===== config.mk =====
export PLATFORM = sky130hd
export DESIGN_NAME = div_seq
export DESIGN_NICKNAME = d
export VERILOG_FILES = /design/src/rtl/div_pkg.sv /design/src/rtl/div_step.sv /design/src/rtl/div_seq.sv
export SDC_FILE = /design/constraint.sdc
export NUM_CORES = 1
export LEC_CHECK = 0
export ABC_AREA = 1
export BUFFER_PORTS_ARGS = -buffer_cell sky130_fd_sc_hd__buf_4
export CAP_MARGIN = 20
export CORE_MARGIN = 4
export CORE_UTILIZATION = 40
export DETAILED_ROUTE_END_ITERATION = 8
export SETUP_SLACK_MARGIN = 0.1
export SKIP_LAST_GASP = 1
export SLEW_MARGIN = 30
export SYNTH_ARGS = -nofsm -noshare
export SYNTH_HDL_FRONTEND = slang
export SYNTH_HIERARCHICAL = 1
export SYNTH_SLANG_ARGS = --single-unit

===== constraint.sdc =====
create_clock -name clk -period 4.45 [get_ports clk]
set_input_delay 0.6675 -clock clk [delete_from_list [all_inputs] [get_ports clk]]
set_output_delay 0.6675 -clock clk [all_outputs]
set_load 0.02 [all_outputs]

===== src/rtl/div_pkg.sv =====
// Shared definitions for the multi-cycle divider sequencer.
// Contents: FSM state encoding, result/start flag constants, the iteration
// count, and a magnitude helper used by the signed-division front end.
package div_pkg;

  typedef enum logic [1:0] {
    DIV_FREE    = 2'b00,
    DIV_BY_ZERO = 2'b01,
    DIV_ON      = 2'b10,
    DIV_END     = 2'b11
  } div_state_e;

  localparam logic DIV_RESULT_READY     = 1'b1;
  localparam logic DIV_RESULT_NOT_READY = 1'b0;
  localparam logic DIV_START            = 1'b1;
  localparam logic DIV_STOP             = 1'b0;

  localparam int         DIV_ITERATIONS = 32;
  localparam logic [4:0] DIV_LAST_CNT   = 5'(DIV_ITERATIONS - 1);

  // Two's-complement magnitude when en is set and v is negative.
  // 0x80000000 maps to itself, which is the correct unsigned magnitude.
  function automatic logic [31:0] abs32(input logic [31:0] v, input logic en);
    return (en && v[31]) ? (~v + 32'd1) : v;
  endfunction

endpackage


===== src/rtl/div_step.sv =====
// One restoring-division iteration (purely combinational).
// Ports:
//   i_partial [64:0] : {rem[32:0], quo[31:0]} before the step
//   i_divisor [31:0] : divisor magnitude
//   o_partial [64:0] : {rem[32:0], quo[31:0]} after the step
// The pair is shifted left one bit, then the divisor is trial-subtracted
// from the remainder half; a non-negative difference is kept and the new
// quotient bit is 1, otherwise the shifted value is kept and the bit is 0.
module div_step (
  input  logic [64:0] i_partial,
  input  logic [31:0] i_divisor,
  output logic [64:0] o_partial
);

  logic [64:0] w_shift;
  logic [33:0] w_diff;

  assign w_shift = {i_partial[63:0], 1'b0};
  // One extra bit so the borrow shows up as the sign of the difference.
  assign w_diff  = {1'b0, w_shift[64:32]} - {2'b00, i_divisor};

  assign o_partial = w_diff[33] ? w_shift
                                : {w_diff[32:0], w_shift[31:1], 1'b1};

endmodule


===== src/rtl/div_seq.sv =====
// Multi-cycle divider sequencer for the EX stage (DIV/DIVU), restoring
// division with one quotient bit per clock.
// Optional feature macro: DIV_SIGNED_EN -- when defined, signed_div_i selects
// signed division; when undefined every division is unsigned.
// Ports:
//   clk, rst       : clock, synchronous active-high reset
//   signed_div_i   : 1 = DIV (signed), 0 = DIVU
//   opdata1_i      : dividend
//   opdata2_i      : divisor
//   start_i        : request, held by EX until the result is consumed
//   annul_i        : abort an in-flight division
//   result_o       : {remainder, quotient} in HI/LO layout
//   ready_o        : result_o valid
//   busy_o         : division running, stall EX
//   dbg_state_o    : current FSM state (debug visibility)
// Handshake: a request is accepted on an edge where the FSM is FREE with
// start_i=1 and annul_i=0. ready_o then stays high with a stable result_o
// for as long as start_i stays high; dropping start_i releases the unit.
module div_seq
  import div_pkg::*;
(
  input  logic        clk,
  input  logic        rst,
  input  logic        signed_div_i,
  input  logic [31:0] opdata1_i,
  input  logic [31:0] opdata2_i,
  input  logic        start_i,
  input  logic        annul_i,
  output logic [63:0] result_o,
  output logic        ready_o,
  output logic        busy_o,
  output logic [1:0]  dbg_state_o
);

  div_state_e  r_state, w_state;
  logic [4:0]  r_cnt, w_cnt;
  logic [64:0] r_part, w_part;
  logic [31:0] r_divisor, w_divisor;
  logic [63:0] r_result, w_result;
  logic        r_ready, w_ready;
  logic        r_busy, w_busy;

  logic [64:0] w_step;
  logic [31:0] w_op1_mag, w_op2_mag;
  logic [31:0] w_quo, w_rem;

  div_step u_step (
    .i_partial (r_part),
    .i_divisor (r_divisor),
    .o_partial (w_step)
  );

`ifdef DIV_SIGNED_EN
  logic r_neg_quo, w_neg_quo;
  logic r_neg_rem, w_neg_rem;

  assign w_op1_mag = abs32(opdata1_i, signed_div_i);
  assign w_op2_mag = abs32(opdata2_i, signed_div_i);
  // Quotient sign follows the XOR of operand signs; remainder follows the dividend.
  assign w_quo = r_neg_quo ? (~w_step[31:0] + 32'd1) : w_step[31:0];
  assign w_rem = r_neg_rem ? (~w_step[63:32] + 32'd1) : w_step[63:32];
`else
  logic w_unused_sign;
  assign w_unused_sign = signed_div_i;
  assign w_op1_mag = opdata1_i;
  assign w_op2_mag = opdata2_i;
  assign w_quo     = w_step[31:0];
  assign w_rem     = w_step[63:32];
`endif

  always_ff @(posedge clk) begin
    if (rst) begin
      r_state   <= DIV_FREE;
      r_cnt     <= '0;
      r_part    <= '0;
      r_divisor <= '0;
      r_result  <= '0;
      r_ready   <= DIV_RESULT_NOT_READY;
      r_busy    <= 1'b0;
`ifdef DIV_SIGNED_EN
      r_neg_quo <= 1'b0;
      r_neg_rem <= 1'b0;
`endif
    end else begin
      r_state   <= w_state;
      r_cnt     <= w_cnt;
      r_part    <= w_part;
      r_divisor <= w_divisor;
      r_result  <= w_result;
      r_ready   <= w_ready;
      r_busy    <= w_busy;
`ifdef DIV_SIGNED_EN
      r_neg_quo <= w_neg_quo;
      r_neg_rem <= w_neg_rem;
`endif
    end
  end

  always_comb begin
    w_state   = r_state;
    w_cnt     = r_cnt;
    w_part    = r_part;
    w_divisor = r_divisor;
    w_result  = r_result;
    w_ready   = r_ready;
    w_busy    = r_busy;
`ifdef DIV_SIGNED_EN
    w_neg_quo = r_neg_quo;
    w_neg_rem = r_neg_rem;
`endif
    case (r_state)
      DIV_FREE: begin
        if (start_i == DIV_START && !annul_i) begin
          w_part    = {33'd0, w_op1_mag};
          w_divisor = w_op2_mag;
          w_cnt     = '0;
          w_busy    = 1'b1;
          w_state   = (opdata2_i == 32'd0) ? DIV_BY_ZERO : DIV_ON;
`ifdef DIV_SIGNED_EN
          w_neg_quo = signed_div_i & (opdata1_i[31] ^ opdata2_i[31]);
          w_neg_rem = signed_div_i & opdata1_i[31];
`endif
        end
      end
      DIV_BY_ZERO: begin
        w_busy   = 1'b0;
        w_result = '0;
        if (annul_i) begin
          w_state = DIV_FREE;
          w_ready = DIV_RESULT_NOT_READY;
        end else begin
          w_state = DIV_END;
          w_ready = DIV_RESULT_READY;
        end
      end
      DIV_ON: begin
        if (annul_i) begin
          w_state  = DIV_FREE;
          w_busy   = 1'b0;
          w_result = '0;
          w_ready  = DIV_RESULT_NOT_READY;
        end else begin
          w_part = w_step;
          w_cnt  = r_cnt + 5'd1;
          // The final step's result is sign-fixed and captured on the same edge.
          if (r_cnt == DIV_LAST_CNT) begin
            w_state  = DIV_END;
            w_busy   = 1'b0;
            w_result = {w_rem, w_quo};
            w_ready  = DIV_RESULT_READY;
          end
        end
      end
      DIV_END: begin
        if (start_i == DIV_STOP) begin
          w_state  = DIV_FREE;
          w_result = '0;
          w_ready  = DIV_RESULT_NOT_READY;
        end
      end
      default: w_state = DIV_FREE;
    endcase
  end

  assign result_o    = r_result;
  assign ready_o     = r_ready;
  assign busy_o      = r_busy;
  assign dbg_state_o = r_state;

endmodule


* Yosys cells after proc, flatten, opt, wreduce, memory -nomap -nowiden
Cells that the tools add are included.
** Operators by class
- Add/sub/neg operators :: 2
- $mul :: 0
- Div/mod/pow operators :: 0
- Order comparisons :: 0
- Eq/ne operators :: 8
- Shifts and indexed selects :: 0
- Multiplexer cells :: 27
- Bitwise logic cells :: 0
- Reduce and logical (&&, ||, !) cells :: 12
** Operators by type and width (count)
- 2-to-1 mux 64 bit :: 6
- one-hot mux 64 bit (3 select lines) :: 1
- one-hot mux 64 bit (2 select lines) :: 1
- subtractor 33 x 32 -> 34 bit :: 1
- zero test 32 bit :: 1
- 2-to-1 mux 2 bit :: 6
- AND reduction 3 bit :: 4
- 2-to-1 mux 5 bit :: 2
- one-hot mux 5 bit (2 select lines) :: 1
- one-hot mux 2 bit (4 select lines) :: 1
- 2-to-1 mux 1 bit :: 7
- != test 2 bit, second input constant :: 3
- one-hot mux 1 bit (3 select lines) :: 2
- nonzero test 3 bit :: 2
- adder 5 x 1 -> 5 bit, second input constant :: 1
- equality test 5 bit, second input constant :: 1
- equality test 2 bit, second input constant :: 2
- != test 3 bit, second input constant :: 1
- equality test 2 x 1 -> 1 bit, second input constant :: 1
- zero test 2 bit :: 1
- AND reduction 2 bit :: 1
- nonzero test 2 bit :: 1
- logical AND 1 bit :: 1
- zero test 1 bit :: 1
** Word-level totals
- Register bits :: 169
- Bits in latches :: 0
- RAM bits :: 0
- Bits in read-only memories :: 0
- Input bits :: 69
- Logic and storage cells :: 56
- Memories :: 0

* Longest topological paths before layout
Gate-level depths: netlist (run 1).
- Depth after elaboration :: 5
- Mapped depth :: 17
- Depth with buffers taken out :: 17

* Cells and area by module
The synthesis (run 1) kept the hierarchy.
** By module, submodules not included
- div_seq :: instances 1, cells an instance 870, area each 6834.1 um^2, seq. area each 3403.3 um^2
- div_step :: instances 1, cells an instance 697, area each 3473.3 um^2, seq. area each 0.0 um^2

* Least setup slack after synthesis (run 1)
OpenSTA, ideal clock, no wires.
- Kind :: reg2reg
- Start :: reg r_part[31]
- End :: reg r_result[60], in the netlist result_o[60]
- Setup time :: 70 ps
- Data arrival time :: 2031 ps
- Data required time :: 4380 ps
- Setup slack :: 2349 ps
- Stages on the path, launching flop included :: 18
- Cell sequence :: dfxtp_1 -> inv_1 -> ha_1 -> inv_1 -> fa_1 -> nand3_1 -> nand3_1 -> nand2_1 -> nand2_1 -> nand2_1 -> nand2_1 -> nand2_1 -> nand2_1 -> nand2_1 -> nand3_2 -> nand2_1 -> nand3_1 -> a21oi_1
** Between the ends
- Longest elaborated chain between the ends :: 5
** RTL lines
- start: declaration :: line div_seq.sv:37 : logic [64:0] r_part, w_part;
- start signal: assignment :: line div_seq.sv:87 : r_part <= w_part;
- subtractor 33 x 32 -> 34 bit :: line div_step.sv:20 : assign w_diff = {1'b0, w_shift[64:32]} - {2'b00, i_divisor};
- 2-to-1 mux 64 bit :: line div_step.sv:22 : assign o_partial = w_diff[33] ? w_shift
- via w_step[60] :: line div_seq.sv:43 : logic [64:0] w_step;
- 2-to-1 mux 64 bit :: line div_seq.sv:146 : if (r_cnt == DIV_LAST_CNT) begin
- 2-to-1 mux 64 bit :: line div_seq.sv:137 : if (annul_i) begin
- one-hot mux 64 bit (3 select lines) :: line div_seq.sv:111 : case (r_state)
- end signal: assignment :: line div_seq.sv:89 : r_result <= w_result;
- end: declaration :: line div_seq.sv:39 : logic [63:0] r_result, w_result;
The timed path passes the listed nets, and every way through them passes these cells. The select of a mux whose other input is x is not followed.
A chain may end at the register's enable or synchronous reset.

* Worst setup path in the final report (run 1)
- Start :: reg r_divisor[24]
- End :: reg r_result[32], in the netlist result_o[32]
** Between the ends
- Longest elaborated chain between the ends :: 5
** RTL lines
- start: declaration :: line div_seq.sv:38 : logic [31:0] r_divisor, w_divisor;
- start signal: assignment :: line div_seq.sv:88 : r_divisor <= w_divisor;
- subtractor 33 x 32 -> 34 bit :: line div_step.sv:20
- 2-to-1 mux 64 bit :: line div_step.sv:22
- via w_step[32] :: line div_seq.sv:43
- 2-to-1 mux 64 bit :: line div_seq.sv:146
- 2-to-1 mux 64 bit :: line div_seq.sv:137
- one-hot mux 64 bit (3 select lines) :: line div_seq.sv:111
The timed path passes the listed nets, and every way through them passes these cells. The select of a mux whose other input is x is not followed.

==> results of run 1 <==
## state kept, by name, indices dropped and copies added, names as in the netlist
name and flops:
r_part 64, result_o 64, r_divisor 32, r_cnt 5
dbg_state_o 2, busy_o 1, ready_o 1
## layout by cell type (no fill, tap or decap), drive strengths merged
cell        n
or2         1
nor3b       1
nand2     395
nand4      25
fa          1
dfxtp     169
clkinv      2
and2       10
and3        1
xor2       15
nor3        7
a31oi      16
o21ai     120
buf       144
nand3     155
bufinv      3
o21bai      3
nand3b      5
inv       206
o211a      13
clkbuf     19
nor2      103
clkinvlp    1
ha         38
a21oi     152
## layer usage
layer / up-vias / global-route usage / part of all wire
met2: 259 / 0.320 / 0.45
met3: 55 / 0.0309 / 0.041
met1: 4425 / 0.265 / 0.47
met5: - / 0 / 0
li1: 5072 / - / -
met4: 0 / 0.0787 / 0.034
## worst min-delay path, stage by stage (launching register included)
cell     delay [ns]
dfxtp_1        0.31
inv_1          0.04
a21oi_1        0.04
## per-stage QoR
stage               setup WS [ns]  hold slack (ns)   util
finish                       1.61            0.444  0.464
global route                 1.33            0.467  0.464
CTS                          1.61            0.448  0.464
detailed placement           1.62            0.436  0.439
global placement             1.65            0.437  0.439
floorplan                    2.35            0.424      -
## worst paths after layout
path                                      to                        from  depth (start not counted)  slack (ns)
setup reg to reg   result_o[32]$_SDFFE_PP0P_  r_divisor[24]$_SDFFE_PP0P_                         13        1.61
hold reg to reg   r_divisor[19]$_SDFFE_PP0P_  r_divisor[19]$_SDFFE_PP0P_                          2        0.44
setup / recovery   result_o[32]$_SDFFE_PP0P_  r_divisor[24]$_SDFFE_PP0P_                         13        1.61
hold / removal    r_divisor[19]$_SDFFE_PP0P_  r_divisor[19]$_SDFFE_PP0P_                          2        0.44
## cell type report
| type | instances | area [um^2] |
|---|---|---|
| well taps | 330 | 413 |
| clock inverters | 13 | 178 |
| repair buffers | 144 | 1110 |
| clock buffers | 19 | 433 |
| multi-input cells | 1061 | 5380 |
| fillers | 2636 | 13500 |
| flip-flops and latches | 169 | 3380 |
| inverters | 199 | 752 |
==> results_dict.tcl, run 1 <==
set metrics [dict create \
    antenna_found_initial 0 \
    grt_pass1_vias 9138 \
    hold_violations 0 \
    dieArea_um2 28100 \
    final_cells 1935 \
    status "complete, no violations" \
    cts_root_buf "clkbuf_16" \
    fin_crit_ns 2.84 \
    first_pass_iters 5 \
    postRouteAntennaNets 0 \
    hold_class "flop to flop" \
    layout-drive-gt1-share 0.135 \
    grt_usage 0.198 \
    placed_cells 1903 \
    place_area_um2 11000 \
    avgRoutedWirePerCell_um 14.7 \
    n_antenna_cell 0 \
    tritoncts "built" \
    path_max_fanout 35 \
    syn_inst 1547 \
    worstPathBufferInverterCount 2 \
    syn-mean-instance-area_um2 6.60 \
    post_cts_buffers 0 \
    critical_path_arrival_ns 3.20 \
    drv_cap 0 \
    io_buffer_count 135 \
    route.detailed.drc 0 \
    routabilityCongestion 0.925 \
    tns_ns 0 \
    timing.final.crit_share 0.639 \
    area_delta_synth_final_pct 14.1 \
    max_freq_mhz 352 \
    dp_hpwl_um 20100 \
    nets 1700 \
    vias_per_cell 5.07 \
    syn-num-nets 1655 \
    cpMaxStageDelayCell "nor2_8" \
    clkLatencyLatePin_ns 0.44 \
    grt_max_degree 102 \
    crit_type "flop to flop" \
    path_cells "inv_1, ha_1, nand2_1, inv_1, nand2_1, nand2_1, a21oi_2, nor2_2, nor2_8, nand2_8, o21ai_0, nand4_1, a21oi_1" \
    grt_overflow 0 \
    syn-cell-area_um2 10200 \
    fp.dieW_um 168 \
    wl_um 28400 \
    worstSetupEndpointType "flop" \
    required_ns 4.81 \
    clk_pin_slew_ns 0.07 \
    relSlewSlack 0.402 \
    finalSetupViolations 0 \
    htree_levels 4 \
    rows 58 \
    cts_sinks 169 \
    skew_ns 0.0218 \
    dr.first_iter.drc_count 671 \
    ios 137 \
    ys_warn_count 6 \
    ctsHoldBuffers 0 \
    crit_family "simple AND/OR/NAND/NOR gates" \
    vias 9811 \
    cp_common_cell "nand2_1" \
    grt_pass1_wl_um 46100 \
    startpoint_type "flop" \
    cts_resized 0 \
    final_area_um2 11600 \
    cts_buffers 17 \
    die_height_um 168 \
    worst_slew_pin_slew_ns 0.897 \
    maxSlewViolCount 0 \
    placeableCoreArea_um2 25100 \
    max_stage_delay_ns 0.43 \
    clockBufferDepth 2 \
    start_util 0.406 \
    rsz0062_at_grt "no" \
]
Power of run 1 is left out: the tool's default activity adds up to more than one toggle a clock period on the data nets, which glitch-free logic cannot reach.
==> run 2: changes to the inputs <==
--- a/config.mk
+++ b/config.mk
@@ -5,7 +5,7 @@
 export SDC_FILE = /design/constraint.sdc
 export NUM_CORES = 1
 export LEC_CHECK = 0
-export ABC_AREA = 1
+export ABC_AREA = 0
 export BUFFER_PORTS_ARGS = -buffer_cell sky130_fd_sc_hd__buf_4
 export CAP_MARGIN = 20
 export CORE_MARGIN = 4
==> constraint.sdc (replaced) <==
create_clock -name clk -period 2.3 [get_ports clk]
set_input_delay 0.345 -clock clk [delete_from_list [all_inputs] [get_ports clk]]
set_output_delay 0.345 -clock clk [all_outputs]
set_load 0.02 [all_outputs]
==> run 2 against run 1 <==
Against the previous run: the run now ends with setup timing left; worst hold slack worse by 0.28 ns; setup slack worse by 2.1 ns; via count down 8.1%; core utilization up 9.3 points; critical endpoint is now result_o[33]$_SDFFE_PP0P_; highest routed layer unchanged.
==> results_dict.tcl, run 2 <==
set metrics [dict create \
    nets 1503 \
    regToRegEndpoint "result_o[33]$_SDFFE_PP0P_" \
    tritoncts "built" \
    cts_root_buf "clkbuf_16" \
    first_pass_iters 5 \
    worst_slew_pin_slew_ns 0.569 \
    syn-num-nets 1305 \
    final_area_um2 12600 \
    hp-start "opdata2_i[19]" \
    grt_usage 0.217 \
    clockBufferDepth 2 \
    dieArea_um2 25700 \
    grt_max_degree 83 \
    fin_crit_ns 2.75 \
    area_delta_synth_final_pct 36.3 \
    violations "setup timing" \
    worstSetupEndpointType "flop" \
    drv_cap 0 \
    p_clk_frac 0.184 \
    fp.dieW_um 160 \
    ctsHoldBuffers 0 \
    vias_per_cell 5.32 \
    cts_buffers 17 \
    postRouteAntennaNets 0 \
    grt_overflow 0 \
    placed_cells 1635 \
    start_util 0.408 \
    p_sw_frac 0.433 \
    p_int_mw 8.96 \
    critical_path_arrival_ns 3.04 \
    hold_class "input port to flop" \
    r2r-start "r_divisor[6]$_SDFFE_PP0P_" \
    layout-drive-gt1-share 0.315 \
    n_antenna_cell 0 \
    routabilityCongestion 0.912 \
    rsz0062_at_grt "yes" \
    syn_inst 1197 \
    syn-cell-area_um2 9270 \
    cts_sinks 169 \
    maxSlewViolCount 0 \
    dr.first_iter.drc_count 486 \
    required_ns 2.59 \
    finalSetupViolations 66 \
    hold_violations 0 \
    ys_warn_count 6 \
    route.detailed.drc 0 \
    path_max_fanout 5 \
    grt_pass1_wl_um 46100 \
    power_frac_seq 0.216 \
    skew_ns 0.0105 \
    clk_pin_slew_ns 0.08 \
    startpoint_type "flop" \
    rr_worst_depth 13 \
    relSlewSlack 0.620 \
    clkLatencyLatePin_ns 0.44 \
    min_delay_worst_endpoint "r_divisor[19]$_SDFFE_PP0P_" \
    min_path_cells 3 \
    final_cells 1693 \
    rows 55 \
    r2r_setup_slack_ns -0.45 \
    ir_drop_v 0.000771 \
    wl_um 28200 \
    die_height_um 160 \
    vias 9013 \
    htree_levels 4 \
    ios 137 \
    leakagePower_nw 5.01 \
    dp_hpwl_um 19100 \
    pwr-share-comb 0.599 \
    avgRoutedWirePerCell_um 16.7 \
    power.total_mw 15.8 \
    layout_common_cells "buf_4 (281), nand2_1 (223), a21oi_1 (167)" \
    power_switching_mw 6.84 \
    syn-mean-instance-area_um2 7.74 \
    fin_ws_ns -0.447 \
    grt_pass1_vias 8948 \
    mostFrequentLayoutCell "buf_4" \
    antenna_found_initial 0 \
    tns_ns -22.07 \
    placeableCoreArea_um2 22700 \
    crit_type "flop to flop" \
    power.density_nw_per_um2 1250 \
    io_buffer_count 135 \
    status "finished, violations left" \
    timing.final.crit_share 1.19 \
    place_area_um2 11200 \
    max_freq_mhz 364 \
]
[run 2: cell types whose count changed in the layout (fill, tap and decap cells not counted), moves of 38 or more]
cell | previous run | this run
buf_4 | 142 | 281
inv_1 | 191 | 34
nand2_1 | 385 | 223
nand3_1 | 143 | 88
nand4b_1 | 0 | 38
nor2_1 | 97 | 36
o21ai_0 | 114 | 11
[run 2: worst max path at each step]
stage,from,to
after floorplan,r_divisor[10]$_SDFFE_PP0P_,result_o[33]$_SDFFE_PP0P_
after global placement,r_divisor[19]$_SDFFE_PP0P_,r_part[63]$_SDFFE_PP0P_
after detailed placement,r_divisor[19]$_SDFFE_PP0P_,result_o[63]$_SDFFE_PP0P_
after CTS,r_divisor[18]$_SDFFE_PP0P_,r_part[63]$_SDFFE_PP0P_
after global routing,r_divisor[18]$_SDFFE_PP0P_,result_o[33]$_SDFFE_PP0P_
final,r_divisor[6]$_SDFFE_PP0P_,result_o[33]$_SDFFE_PP0P_
[run 2: worst max-delay path, cell delays in order (launching register included)]
cell and delay (ns):
dfxtp_2 0.34, inv_2 0.04, ha_4 0.21, a21o_1 0.17, a21oi_2 0.13, or3b_4 0.42
o21ai_4 0.20, o21ai_4 0.08, a31oi_4 0.27, buf_6 0.16, buf_12 0.12, mux2_4 0.30
nand4b_1 0.09, a21oi_1 0.07
[run 2: cell type report]
| class | count | area, um^2 |
|---|---|---|
| multi-input cells | 861 | 5570 |
| well taps | 285 | 357 |
| repair buffers | 305 | 2560 |
| flip-flops and latches | 169 | 3400 |
| clock buffers | 17 | 425 |
| inverters | 41 | 154 |
| clock inverters | 15 | 174 |
| fillers | 2125 | 10100 |
[run 2: repair_timing]
action,in CTS,in global routing
setup buffers,17,5
gates resized for setup,111,11
gates cloned,3,1
pin swaps,51,13
setup endpoints to repair,66,66
[run 2: stage by stage]
| step | setup slack [ns] | utilization | hold WS (ns) |
|---|---|---|---|
| after floorplan | -0.280 | - | 0.435 |
| after global placement | -0.691 | 0.492 | 0.440 |
| after detailed placement | -0.682 | 0.492 | 0.445 |
| after CTS | -0.379 | 0.551 | 0.142 |
| after global routing | -0.626 | 0.556 | 0.149 |
| final | -0.447 | 0.556 | 0.159 |
[run 2: power groups by stage]
| stage | Combinational, mW | Sequential [mW] | Clock, mW |
|---|---|---|---|
| after floorplan | 4.93 | 3.49 | 0 |
| after global placement | 6.96 | 3.46 | 0 |
| after detailed placement | 6.97 | 3.47 | 0 |
| after CTS | 9.00 | 3.42 | 2.97 |
| after global routing | 10.2 | 3.46 | 3.09 |
| final | 9.47 | 3.42 | 2.91 |
[run 2: layer usage]
layer	part of all wire	track usage	wire length, um	vias up
li1	-	-	-	4545
met1	0.46	0.286	13000	4225
met2	0.48	0.364	13400	197
met3	0.044	0.0421	1230	46
met4	0.022	0.0614	616	0
met5	0	0	0	-
(Power assumes the default switching activity.)
==> run 3: changes to the inputs <==
--- a/config.mk
+++ b/config.mk
@@ -9,8 +9,10 @@
 export BUFFER_PORTS_ARGS = -buffer_cell sky130_fd_sc_hd__buf_4
 export CAP_MARGIN = 20
 export CORE_MARGIN = 4
-export CORE_UTILIZATION = 40
+export CORE_UTILIZATION = 52
 export DETAILED_ROUTE_END_ITERATION = 8
+export GPL_TIMING_DRIVEN = 0
+export PLACE_DENSITY = 0.77
 export SETUP_SLACK_MARGIN = 0.1
 export SKIP_LAST_GASP = 1
 export SLEW_MARGIN = 30
==> constraint.sdc (replaced) <==
create_clock -name clk -period 2.45 [get_ports clk]
set_input_delay 0.3675 -clock clk [delete_from_list [all_inputs] [get_ports clk]]
set_output_delay 0.3675 -clock clk [all_outputs]
set_load 0.02 [all_outputs]
==> run 3 against run 2 <==
Against the previous run: the run still ends with setup timing left; count of clock-buffer cells in the layout is 1 higher; critical path depth is 2 higher; wire length is 15% higher; final cell count is 2.2% lower; first-iteration DRC count is 88% higher; sequential cell count stayed put; register-to-register slack hardly changed; non-clock buffer count is 21 higher; critical endpoint is now r_part[39]$_SDFFE_PP0P_; highest routed layer unchanged.
==> results_dict.tcl, run 3 (synthesis gave the netlist of run 2 again) <==
set metrics [dict create \
    status "finished, violations left" \
    violations "setup timing" \
    wl_um 32600 \
    relSlewSlack 0.454 \
    finalSetupViolations 66 \
    clkLatencyLatePin_ns 0.45 \
    r2r-start "r_part[58]$_SDFFE_PP0P_" \
    vias_per_cell 6.09 \
    rows 48 \
    rr_worst_depth 15 \
    vias 10100 \
    tritoncts "built" \
    timing.final.crit_share 1.18 \
    startpoint_type "flop" \
    grt_pass1_vias 9179 \
    postRouteAntennaNets 0 \
    rsz0062_at_grt "yes" \
    nets 1525 \
    max_freq_mhz 345 \
    leakagePower_nw 5.07 \
    critical_path_arrival_ns 3.26 \
    die_height_um 141 \
    n_antenna_cell 0 \
    ir_drop_v 0.000944 \
    final.fill_count 1205 \
    dr.first_iter.drc_count 914 \
    grt_pass1_wl_um 46600 \
    regToRegEndpoint "r_part[39]$_SDFFE_PP0P_" \
    maxSlewViolCount 0 \
    antenna_found_initial 0 \
    path_max_fanout 8 \
    worstSetupEndpointType "flop" \
    startpoint "r_part[58]$_SDFFE_PP0P_" \
    fin_crit_ns 2.90 \
    placeableCoreArea_um2 17400 \
    worst_slew_pin_slew_ns 0.819 \
    fp.dieW_um 141 \
    multi_input_area_um2 6160 \
    io_buffer_count 134 \
    fin_ws_ns -0.449 \
    avgRoutedWirePerCell_um 19.7 \
    clk_pin_slew_ns 0.07 \
    area_delta_synth_final_pct 41.1 \
    grt_max_degree 18 \
    tns_ns -23.51 \
    grt_usage 0.286 \
    dp_hpwl_um 20300 \
    cts_root_buf "clkbuf_16" \
    setup.worst_path.end "r_part[39]$_SDFFE_PP0P_" \
    layout-drive-gt1-share 0.375 \
    cts_sinks 169 \
    cts_buffers 17 \
    skew_ns 0.0124 \
    hold_violations 0 \
    ctsHoldBuffers 0 \
    routabilityCongestion 0.925 \
    pre_cts_ws_ns -0.611 \
    first_pass_iters 6 \
    start_util 0.534 \
    hold_slack_ns 0.173 \
    grt_overflow 0 \
    mostFrequentLayoutCell "buf_4" \
    htree_levels 4 \
    clockBufferDepth 2 \
    power.density_nw_per_um2 1280 \
    required_ns 2.82 \
    layout_common_cells "buf_4 (228), nand2_1 (208), dfxtp_1 (144)" \
    crit_type "flop to flop" \
    hold_class "input port to flop" \
    drv_cap 0 \
    route.detailed.drc 0 \
    ios 137 \
    dieArea_um2 20000 \
    regArea_um2 3420 \
    r2r_setup_slack_ns -0.45 \
]
-- run 3: cell count changes in the layout (fill, tap and decap cells not counted), moves of 10 or more --
cell / delta
nand2_1: -15
dfxtp_2: +12
o21ai_1: -10
dfxtp_1: -14
a21oi_1: -30
buf_2: +22
clkbuf_1: +34
a21oi_2: +27
buf_4: -53
nand3_2: +13
nand3_1: -13
buf_6: +19
-- run 3: what timing repair did --
item	CTS	global route
gates resized for setup	138	165
setup buffers	42	26
cloned	4	1
pin swaps	64	82
setup endpoints to repair	66	66
-- run 3: critical path: stages, from the launching register on --
cell     delay, ns
dfxtp_2       0.40
ha_4          0.22
buf_8         0.13
nand2_1       0.09
o21ai_2       0.10
a21o_1        0.22
a21o_1        0.20
a211o_4       0.37
a31oi_4       0.18
buf_12        0.17
buf_12        0.16
buf_8         0.12
nand2_2       0.05
o21ai_2       0.07
nand3_1       0.12
a21oi_1       0.19
-- run 3: power breakdown --
part	switching, mW	internal [mW]	total, mW
Combinational	6.11	4.82	10.9
Sequential	0.198	3.02	3.22
Clock	1.29	1.35	2.63
Total	7.60	9.19	16.8
-- run 3: layout make-up --
| cell class | count | share of cell area |
|---|---|---|
| flip-flops and latches | 169 | 0.262 |
| plain buffers | 121 | 0.0624 |
| multi-input cells | 862 | 0.472 |
| inverters | 41 | 0.0118 |
| repair buffers | 205 | 0.129 |
| clock buffers | 18 | 0.0328 |
| clock inverters | 14 | 0.00976 |
| well taps | 225 | 0.0215 |
-- run 3: worst min path at each step --
| stage | cells after the start | to | start |
|---|---|---|---|
| 6_report | 3 | r_divisor[5]$_SDFFE_PP0P_ | opdata2_i[5] |
| 5_1_grt | 3 | r_divisor[20]$_SDFFE_PP0P_ | opdata2_i[20] |
| 3_5_place_dp | 2 | result_o[26]$_SDFFE_PP0P_ | result_o[26]$_SDFFE_PP0P_ |
| 2_1_floorplan | 2 | r_divisor[10]$_SDFFE_PP0P_ | r_divisor[10]$_SDFFE_PP0P_ |
| 4_1_cts | 3 | r_divisor[20]$_SDFFE_PP0P_ | opdata2_i[20] |
| 3_3_place_gp | 2 | result_o[4]$_SDFFE_PP0P_ | result_o[4]$_SDFFE_PP0P_ |
-- run 3: layer usage --
| layer | GRT usage | vias up | share of wire |
|---|---|---|---|
| met1 | 0.372 | 4821 | 0.40 |
| met3 | 0.0485 | 144 | 0.077 |
| met4 | 0.126 | 0 | 0.054 |
| met5 | 0 | - | 0 |
| li1 | - | 4598 | - |
| met2 | 0.469 | 524 | 0.47 |
-- run 3: through the flow --
step	utilization	total power [mW]	instances	cell area [um^2]
2_1_floorplan	-	7.90	1197	9330
3_3_place_gp	0.612	9.50	1556	10600
3_5_place_dp	0.612	9.55	1556	10600
4_1_cts	0.701	14.2	1633	12200
5_1_grt	0.753	17.4	1655	13100
6_report	0.753	16.8	1655	13100
